## src/rtl/key_debounce.sv

```systemverilog
// Push-button conditioner: synchronises the active-low key pin, debounces it with a
// consecutive-sample counter and emits press / release / long-press strobes.
module key_debounce #(
    parameter int unsigned SYNC_STAGES     = 2,
    parameter int unsigned DEBOUNCE_CYCLES = 50000,
    parameter int unsigned LONG_CYCLES     = 0,
    parameter int unsigned CNT_W           = 24
) (
    input  logic clk,
    input  logic rst,
    input  logic key,
    output logic key_out,
    output logic press,
    // "release" is a reserved word, so the release strobe is named key_release.
    output logic key_release,
    output logic long_press
);

    typedef enum logic [1:0] {
        IDLE_HIGH,
        WAIT_LOW,
        HELD_LOW,
        WAIT_HIGH
    } state_t;

    localparam logic [CNT_W-1:0] DEB_LAST  = CNT_W'(DEBOUNCE_CYCLES - 1);
    localparam logic [CNT_W-1:0] LONG_C    = CNT_W'(LONG_CYCLES);
    localparam logic [CNT_W-1:0] LONG_LAST = CNT_W'(LONG_CYCLES - 1);

    logic [SYNC_STAGES-1:0] sync_q;
    logic                   s;
    state_t                 state_q, state_d;
    logic [CNT_W-1:0]       cnt_q, cnt_d;
    logic [CNT_W-1:0]       hold_q, hold_d;
    logic                   key_out_d, press_d, release_d, long_d;

    assign s = sync_q[SYNC_STAGES-1];

    always_ff @(posedge clk) begin
        if (rst) begin
            sync_q      <= '1;
            state_q     <= IDLE_HIGH;
            cnt_q       <= '0;
            hold_q      <= '0;
            key_out     <= 1'b1;
            press       <= 1'b0;
            key_release <= 1'b0;
            long_press  <= 1'b0;
        end else begin
            sync_q      <= {sync_q[SYNC_STAGES-2:0], key};
            state_q     <= state_d;
            cnt_q       <= cnt_d;
            hold_q      <= hold_d;
            key_out     <= key_out_d;
            press       <= press_d;
            key_release <= release_d;
            long_press  <= long_d;
        end
    end

    // cnt holds the number of consecutive differing samples already seen, so the
    // DEBOUNCE_CYCLES-th sample is accepted on the same edge it is observed.
    always_comb begin
        state_d   = state_q;
        cnt_d     = cnt_q;
        hold_d    = hold_q;
        key_out_d = key_out;
        press_d   = 1'b0;
        release_d = 1'b0;
        long_d    = 1'b0;

        if (!key_out && LONG_CYCLES != 0 && hold_q != LONG_C) begin
            hold_d = hold_q + 1'b1;
            long_d = (hold_q == LONG_LAST);
        end

        unique case (state_q)
            IDLE_HIGH: begin
                cnt_d = '0;
                if (!s) begin
                    if (DEBOUNCE_CYCLES == 1) begin
                        state_d   = HELD_LOW;
                        key_out_d = 1'b0;
                        press_d   = 1'b1;
                        hold_d    = '0;
                    end else begin
                        state_d = WAIT_LOW;
                        cnt_d   = CNT_W'(1);
                    end
                end
            end
            WAIT_LOW: begin
                if (s) begin
                    state_d = IDLE_HIGH;
                    cnt_d   = '0;
                end else if (cnt_q == DEB_LAST) begin
                    state_d   = HELD_LOW;
                    key_out_d = 1'b0;
                    press_d   = 1'b1;
                    cnt_d     = '0;
                    hold_d    = '0;
                end else begin
                    cnt_d = cnt_q + 1'b1;
                end
            end
            HELD_LOW: begin
                cnt_d = '0;
                if (s) begin
                    if (DEBOUNCE_CYCLES == 1) begin
                        state_d   = IDLE_HIGH;
                        key_out_d = 1'b1;
                        release_d = 1'b1;
                        hold_d    = '0;
                        long_d    = 1'b0;
                    end else begin
                        state_d = WAIT_HIGH;
                        cnt_d   = CNT_W'(1);
                    end
                end
            end
            WAIT_HIGH: begin
                if (!s) begin
                    state_d = HELD_LOW;
                    cnt_d   = '0;
                end else if (cnt_q == DEB_LAST) begin
                    state_d   = IDLE_HIGH;
                    key_out_d = 1'b1;
                    release_d = 1'b1;
                    cnt_d     = '0;
                    hold_d    = '0;
                    long_d    = 1'b0;
                end else begin
                    cnt_d = cnt_q + 1'b1;
                end
            end
            default: begin
                state_d   = IDLE_HIGH;
                cnt_d     = '0;
                hold_d    = '0;
                key_out_d = 1'b1;
                long_d    = 1'b0;
            end
        endcase
    end

endmodule

```

## config.mk

```make
export PLATFORM = sky130hd
export DESIGN_NAME = key_debounce
export DESIGN_NICKNAME = d
export VERILOG_FILES = /design/src/rtl/key_debounce.sv
export SDC_FILE = /design/constraint.sdc
export NUM_CORES = 1
export LEC_CHECK = 0
export ABC_AREA = 1
export BUFFER_PORTS_ARGS = -buffer_cell sky130_fd_sc_hd__buf_2
export CORE_UTILIZATION = 56
export DETAILED_ROUTE_END_ITERATION = 6
export HOLD_SLACK_MARGIN = 0.15
export PLACE_DENSITY = 0.77
export SYNTH_ARGS = -nofsm -noshare
export SYNTH_HDL_FRONTEND = slang
export SYNTH_SLANG_ARGS = --single-unit
```

## constraint.sdc

```tcl
create_clock -name clk -period 2.2 [get_ports clk]
set_clock_uncertainty 0.15 [all_clocks]
set_input_delay 0.44 -clock clk [delete_from_list [all_inputs] [get_ports clk]]
set_output_delay 0.44 -clock clk [all_outputs]
set_load 0.01 [all_outputs]
```

# Yosys cells after proc, flatten, opt, wreduce, memory -nomap -nowiden
# Index checks and enable logic that the tools add are counted.
# W data, S select, Z words.
# word_totals
elab_cells	47
reg_bits	31
# op_classes
n_eq_ne	12
bitwise	3
reduce_logical	6
addsub	1
mux	19
# ops
operator	n
$pmux W24 S4	1
$mux W24	3
$add A24 B1 Y24 const B	1
$eq A24 B16 Y1 const B	1
$mux W2	6
$ne A2 B2 Y1 const B	6
$pmux W2 S4	1
$mux W1	7
$ne A3 B3 Y1 const B	2
$reduce_or A3 Y1	2
$reduce_and A5 Y1	1
$eq A2 B2 Y1 const B	2
$reduce_and A4 Y1	1
$not A1 Y1	3
$eq A2 B1 Y1 const B	1
$logic_not A2 Y1	1
$pmux W1 S2	1
$reduce_bool A2 Y1	1

# Logic depth before layout (Yosys ltp)
# Gate-level depths: netlist of the first run.
# logic_depth
ltp_word	4
ltp_mapped	10
mapped_depth_nobuf	10

# Least setup slack after synthesis of the first run
# No wires, ideal clock.
# synth_path
path_type	reg2reg
startpoint	register cnt_q[0]
endpoint	register cnt_q[6]
setup_ps	117
stages_incl_launch_ff	8
t_arrival_ps	1363
setup_slack_ps	570
path_buffers	1
t_required_ps	1933
cell_sequence	dfxtp_1 -> ha_1 -> nand3_2 -> nor2_1 -> nand3_2 -> o2111ai_2 -> buf_6 -> nor2_1
# synth_between
elab_chain_len	4
elab_cells_between_ends	6
cone_classes	add/sub (1); eq/ne (1); mux (4)
# synth_rtl
element	line_no	text
from (decl)	33	logic [CNT_W-1:0] cnt_q, cnt_d;
from (signal assigned)	52	cnt_q <= cnt_d;
$add A24 B1 Y24 or $eq A24 B16 Y1 (tied branches)	-	
$mux W24 *	96, 125	
$mux W24 (on tied branches)	122, 93	
$pmux W24 S4 *	77	unique case (state_q)
# Mark *: on every way between the ends. The rest lies on a longest branch, timed or not.
# A chain may end at the register's enable or synchronous reset.

# Final worst setup path of the first run
# layout_path
startpoint	register cnt_q[0]
endpoint	register cnt_q[18]
# Same word-level chain as after synthesis.

==> results of run 1 <==
metrics by stage:
step                hold WS [ns]  power, mW  setup slack (ns)
floorplan                 0.2395     0.5975            0.5704
global placement          0.2450     0.6000            0.3880
detailed placement        0.2458     0.6008            0.3103
CTS                       0.2688     0.9130            0.2943
global route              0.2877     0.9357            0.1524
finish                    0.2675     0.9033            0.2966
flip-flops by register name (all words and copies together), names as in the netlist, named ones only:
name         cells
cnt_q           24
sync_q           2
press            1
state_q          1
key_release      1
key_out          1
power breakdown:
group	internal [mW]	leakage [nW]	switching [mW]
logic	0.00880	0.342	0.0101
clock network	0.124	0.0293	0.189
registers	0.565	0.250	0.00607
area by class of cell:
type / count / area share
Clock inverter: 1 / 0.002978
Multi-Input combinational cell: 174 / 0.4914
Clock buffer: 7 / 0.02681
Timing Repair Buffer: 8 / 0.03127
Sequential cell: 31 / 0.3693
Tap cell: 30 / 0.02234
Inverter: 25 / 0.05585
worst max-delay path, cell delays in order, from the launching register on:
cell and delay [ns]:
dfxtp_1 0.42, ha_1 0.30, nand3_2 0.15, nor2_1 0.15
nand3_2 0.16, o2111ai_2 0.10, buf_4 0.29, nor2_1 0.07
final timing paths:
kind	from	endpoint	slack, ns	cells after the start
worst min register to register	sync_q[0]	sync_q[1]	0.27	1
worst min-delay path	sync_q[0]	sync_q[1]	0.27	1
worst max-delay path	cnt_q[0]	cnt_q[18]	0.30	7
worst max register to register	cnt_q[0]	cnt_q[18]	0.30	7
cell usage in the layout (no fill, tap or decap):
cell type      instances
clkbuf_1               2
dfxtp_1               31
nand4_1                3
xor2_1                10
or2_2                  2
or2_1                  1
a21oi_1                3
conb_1                 1
nor3_1                 6
buf_4                  1
buf_2                  5
nand2_1               56
clkinv_2               1
dlygate4sd3_1          2
o21ai_0                4
o2111ai_2              1
nand3_2                2
clkbuf_4               5
nor2_1                61
nand3_1               17
ha_1                   1
nor3_4                 1
xnor2_1                5
inv_1                 25
per-layer routing:
| layer | vias to the layer above | global-route usage | wire length, um |
|---|---|---|---|
| li1 | 749 | - | - |
| met1 | 606 | 0.2993 | 1529 |
| met2 | 24 | 0.3655 | 1359 |
| met3 | 5 | 0.05738 | 114 |
| met4 | 0 | 0.1250 | 59 |
| met5 | - | 0 | 0 |
cell families after synthesis:
logic type               share of synthesized area
XOR/XNOR                                   0.08340
other                                     0.002381
buffers and inverters                      0.08181
AND/OR/NAND/NOR                             0.3987
flip-flops                                  0.3940
AO/OA/AOI/OAI                              0.03177
adder cells (fa/ha/maj)                   0.007942
==> metrics.md, run 1 <==
| Metric | Value |
|---|---|
| Setup TNS | 0 ns |
| Final period util | 0.8652 |
| Mean Syn Cell Area | 6.732 um2 |
| Gate count of the mapped netlist | 234 |
| IO buf count | 5 |
| Largest net degree at the start of global routing | 24 |
| # diodes | 0 |
| # rows | 18 |
| Largest fanout on the critical path | 23 |
| Initial detailed-routing violation count | 45 |
| Area delta synth->final | 6.672% |
| Die Y | 55.04 um |
| Vias in the first global route | 1,128 |
| CTS tree | yes |
| First-pass GRT wire length | 4830 um |
| WP data arrival | 1.98 ns |
| Final Hold Viols | 0 |
| Largest area contributor in the synthesized netlist | dfxtp_1 |
| CTS Buf Count | 5 |
| Drt pass-1 iters | 4 |
| Fmax | 0.5254 GHz |
| Sequential element share of the synthesized area | 0.3940 |
| Routability cong. | 0.9006 |
| Most common cell in the netlist | nor2_1 |
| Setup crit end kind | flip-flop |
| Antenna violations before repair | 0 |
| Final Max Tran Viols | 0 |
| Root Driver | clkbuf_4 |
| Worst setup SP type | flip-flop |
| Clk sinks | 31 |
| Non-filler cells, final | 276 |
| Placed Cells | 266 |
| Nets@finish | 249 |
| Most frequent cells after synthesis | nor2_1 (61), nand2_1 (56), dfxtp_1 (31) |
| Final wirelength | 3062 um |
| Final setup vio count | 0 |
| Die area | 3029 um2 |
| Sequential Area | 620.6 um2 |
| DR vias | 1,384 |
| Synth Cell Area | 1575 um2 |
| Chip width | 55.04 um |
| Initial Util | 0.6135 |
| RSZ-0062 raised after global routing | false |
| Hold-fix buffers, CTS | 2 |
| # Post-CTS Setup Buffers | 0 |
| Drt via density | 5.014 |
| Final HPWL DP | 2299 um |
| Final instance area | 1680 um2 |
| Peak VDD IR | 0.0004274 V |
| H-tree levels | 2 |
| Clock latency on the worst-skew pair | 0.33 ns |
| Remaining global-route overflow | 0 |
| Footprint of the multi-input gates | 825.8 um2 |
| Area after DPL | 1610 um2 |
| Status | completed |
| Worst hold path class | reg2reg |
| Post-DR wirelength/cell | 11.09 um |
| Syn nets | 238 |
| Residual DRC | 0 |
| All-layer global routing usage | 0.2354 |
| Leading register cell type out of synthesis | dfxtp_1 |
| Max-cap check violation count | 0 |
| I/O Pins | 7 |
| Fraction of layout cells with a size suffix above 1 | 0.07317 |
| Antenna-violating nets left | 0 |
| Core footprint | 2567 um2 |
| Pwr/cell area | 537.6 nW/um2 |
| Crit path time final | 1.903 ns |
| Synth warn | 0 |
| Clock buffer depth | 2 |
| Synth cell types | 21 |
| Yosys reg bits | 31 |
| LEAKAGE | 0.6220 nW |
| Worst EP required | 2.28 ns |
| Post-synth ARST share | 0 |
| Synth area leaders | dfxtp_1 (39%), nor2_1 (15%), nand2_1 (13%) |
| Final Util | 0.6545 |
| Fillers | 240 |
| Area fraction of the dominant cell type after synthesis | 0.3940 |
| Post-synth EDFFs | 0 |
| Post_cts resized | 0 |
| WS Path Type | reg2reg |
| Reg clk slew, reported paths | 0.09 ns |
Note: power is estimated with default switching activity, not from simulation.
==> run 2: changes to the inputs <==
--- a/config.mk
+++ b/config.mk
@@ -5,7 +5,7 @@
 export SDC_FILE = /design/constraint.sdc
 export NUM_CORES = 1
 export LEC_CHECK = 0
-export ABC_AREA = 1
+export ABC_AREA = 0
 export BUFFER_PORTS_ARGS = -buffer_cell sky130_fd_sc_hd__buf_2
 export CORE_UTILIZATION = 56
 export DETAILED_ROUTE_END_ITERATION = 6
==> run 2 against run 1 <==
Net effect:
- die area is 7.4% lower
- sequential share of layout area is 1.9 points higher
- total power is 2.5% lower
- setup slack worse by 0.21 ns
- sequential power hardly changed
- hold slack worse by 0.038 ns
- via count is 12% lower
- flip-flop and latch count stayed put
- non-clock buffer count is 5 higher
- clock-buffer cell count is 1 lower
- clock power is 7.3% lower
- routed wire length is 8.9% lower
- critical endpoint is now cnt_q[12]
- highest routed layer unchanged
==> metrics.md, run 2 <==
| Metric | Value |
|---|---|
| All-layer global routing usage | 0.2304 |
| Yosys reg bits | 31 |
| WS Path Type | reg2reg |
| CTS tree | yes |
| Initial Util | 0.5923 |
| Final Hold Viols | 0 |
| Most flop-heavy register | cnt_q |
| I/O Pins | 7 |
| Gate count of the mapped netlist | 157 |
| Reg-to-Reg End | cnt_q[12] |
| # rows | 18 |
| Largest registers | cnt_q: 24 flops, sync_q: 2 flops |
| Initial detailed-routing violation count | 42 |
| Die Y | 52.96 um |
| Final Util | 0.6514 |
| Slowest CP cell | or4_1 |
| Final instance area | 1599 um2 |
| First-pass GRT wire length | 4491 um |
| Most common cell after layout, fill and taps aside | dfxtp_1 |
| R2R Path Start | cnt_q[13] |
| Syn nets | 161 |
| Final period util | 0.9618 |
| CP max stage delay | 0.61 ns |
| Residual DRC | 0 |
| Worst EP required | 2.27 ns |
| RSZ-0062 raised after global routing | false |
| Largest area contributor in the synthesized netlist | dfxtp_1 |
| Sequential element share of the synthesized area | 0.4269 |
| Most frequent cells after synthesis | dfxtp_1 (31), nor2_1 (16), nand2_1 (11) |
| Reg clk slew, reported paths | 0.09 ns |
| Reg2reg setup slack | 0.08 ns |
| Mean Syn Cell Area | 9.260 um2 |
| IO buf count | 5 |
| Final HPWL DP | 2010 um |
| Setup crit end kind | flip-flop |
| Area delta synth->final | 9.983% |
| Largest fanout on the critical path | 22 |
| Most common cell in the netlist | dfxtp_1 |
| Final wirelength | 2788 um |
| Root Driver | clkbuf_4 |
| Critical path depth | 5 |
| Core footprint | 2455 um2 |
| Peak VDD IR | 0.0005316 V |
| Worst Setup EP | cnt_q[12] |
| Clock latency on the worst-skew pair | 0.33 ns |
| Pwr/cell area | 551.0 nW/um2 |
| Chip width | 52.96 um |
| Setup TNS | 0 ns |
| Max reg flops | 24 |
| Max-cap check violation count | 0 |
| H-tree levels | 2 |
| Antenna-violating nets left | 0 |
| Area after DPL | 1548 um2 |
| Nets@finish | 177 |
| Status | completed |
| Crit path time final | 2.116 ns |
| Final Max Tran Viols | 0 |
| Post-synth ARST share | 0 |
| Routability cong. | 0.9088 |
| Synth area leaders | dfxtp_1 (43%), xnor2_1 (6.0%), nor2_1 (4.1%) |
| Worst R2R Path Depth | 5 |
| Clk sinks | 31 |
| Vias in the first global route | 1,077 |
| Synth cell types | 38 |
| Fillers | 210 |
| Leading register cell type out of synthesis | dfxtp_1 |
| Drt pass-1 iters | 4 |
| Synth Cell Area | 1454 um2 |
| Final setup vio count | 0 |
| Die area | 2804 um2 |
| CTS Buf Count | 5 |
| Drt via density | 6.000 |
| Synth warn | 0 |
| Clock buffer depth | 2 |
| Crit path buf inv count | 1 |
| Family with the most delay on the worst path | simple AND/OR/NAND/NOR gates |
| Area fraction of the dominant cell type after synthesis | 0.4269 |
| Largest net degree at the start of global routing | 23 |
| WP data arrival | 2.19 ns |
| Fraction of layout cells with a size suffix above 1 | 0.1744 |
| Post-synth EDFFs | 0 |
| # diodes | 0 |
| Commonest cells after routing, fill and taps aside | dfxtp_1 (31), nor2_1 (16), nand2_1 (11) |
| DR vias | 1,212 |
| Remaining global-route overflow | 0 |
| Worst Setup SP | cnt_q[13] |
| LEAKAGE | 0.5121 nW |
| Worst setup SP type | flip-flop |
| Crit path cell chain | or4_1, nor4_4, a21bo_2, buf_12, nor2_1 |
| Worst hold path class | in2reg |
| Post-DR wirelength/cell | 13.80 um |
| Antenna violations before repair | 0 |
| Fmax | 0.4726 GHz |
## run 2: cells by family (layout without fill, tap and decap cells)
| family | Yosys count | after routing | share of synthesized area |
|---|---|---|---|
| AO/OA/AOI/OAI | 27 | 27 | 0.1145 |
| other | 1 | 1 | 0.002579 |
| flip-flops | 31 | 31 | 0.4269 |
| XOR/XNOR | 13 | 13 | 0.07831 |
| AND/OR/NAND/NOR | 77 | 77 | 0.3382 |
| buffers and inverters | 7 | 22 | 0.03098 |
| adder cells (fa/ha/maj) | 1 | 1 | 0.008604 |
## run 2: where the power goes
part | internal, mW | total (mW) | leakage [nW] | switching (mW)
clock | 0.113 | 0.290 | 0.0242 | 0.177
combinational | 0.0110 | 0.0194 | 0.237 | 0.00844
sequential | 0.566 | 0.571 | 0.250 | 0.00500
## run 2: final cells by class
class	count	area, um2	area share
Multi-Input combinational cell	119	788.3	0.4930
Timing Repair Buffer	13	100.1	0.06260
Clock buffer	6	41.29	0.02582
Tap cell	30	37.54	0.02347
Sequential cell	31	620.6	0.3881
Inverter	3	11.26	0.007042
## run 2: worst min-delay path by stage
stage,from,to,slack [ns],cells after the start
finish,rst,flip-flop,0.23,2
global route,rst,flip-flop,0.24,2
CTS,rst,flip-flop,0.22,2
detailed placement,sync_q[0],sync_q[1],0.27,1
global placement,sync_q[0],sync_q[1],0.25,1
floorplan,sync_q[0],sync_q[1],0.24,1
## run 2: per-layer routing
metal	GRT usage	up-vias	share of wire	wire [um]
li1	-	606	-	-
met1	0.2456	568	0.44	1224
met2	0.3861	27	0.49	1360
met3	0.06322	11	0.038	106
met4	0.1667	0	0.035	97
met5	0	-	0	0
## run 2: repair_timing
action                     4_1_cts  5_1_grt
setup endpoints to repair        0        0
hold buffers                     1        0
gates resized for setup          0        0
setup buffers                    0        0
hold endpoints to repair         1        0
## run 2: worst reg2reg max path: stages (launching register included)
cell and delay (ns):
dfxtp_1 0.39, or4_1 0.61, nor4_4 0.42, a21bo_2 0.22
buf_12 0.16, nor2_1 0.06
## run 2: per-stage QoR
stage / worst slack (ns) / instances / power [mW] / hold slack [ns]
detailed placement: 0.1123 / 195 / 0.6028 / 0.2657
finish: 0.08404 / 202 / 0.8811 / 0.2293
floorplan: 0.2655 / 157 / 0.5959 / 0.2395
global placement: 0.1340 / 195 / 0.6020 / 0.2459
global route: 0.002185 / 202 / 0.9150 / 0.2410
CTS: 0.08515 / 202 / 0.8873 / 0.2188
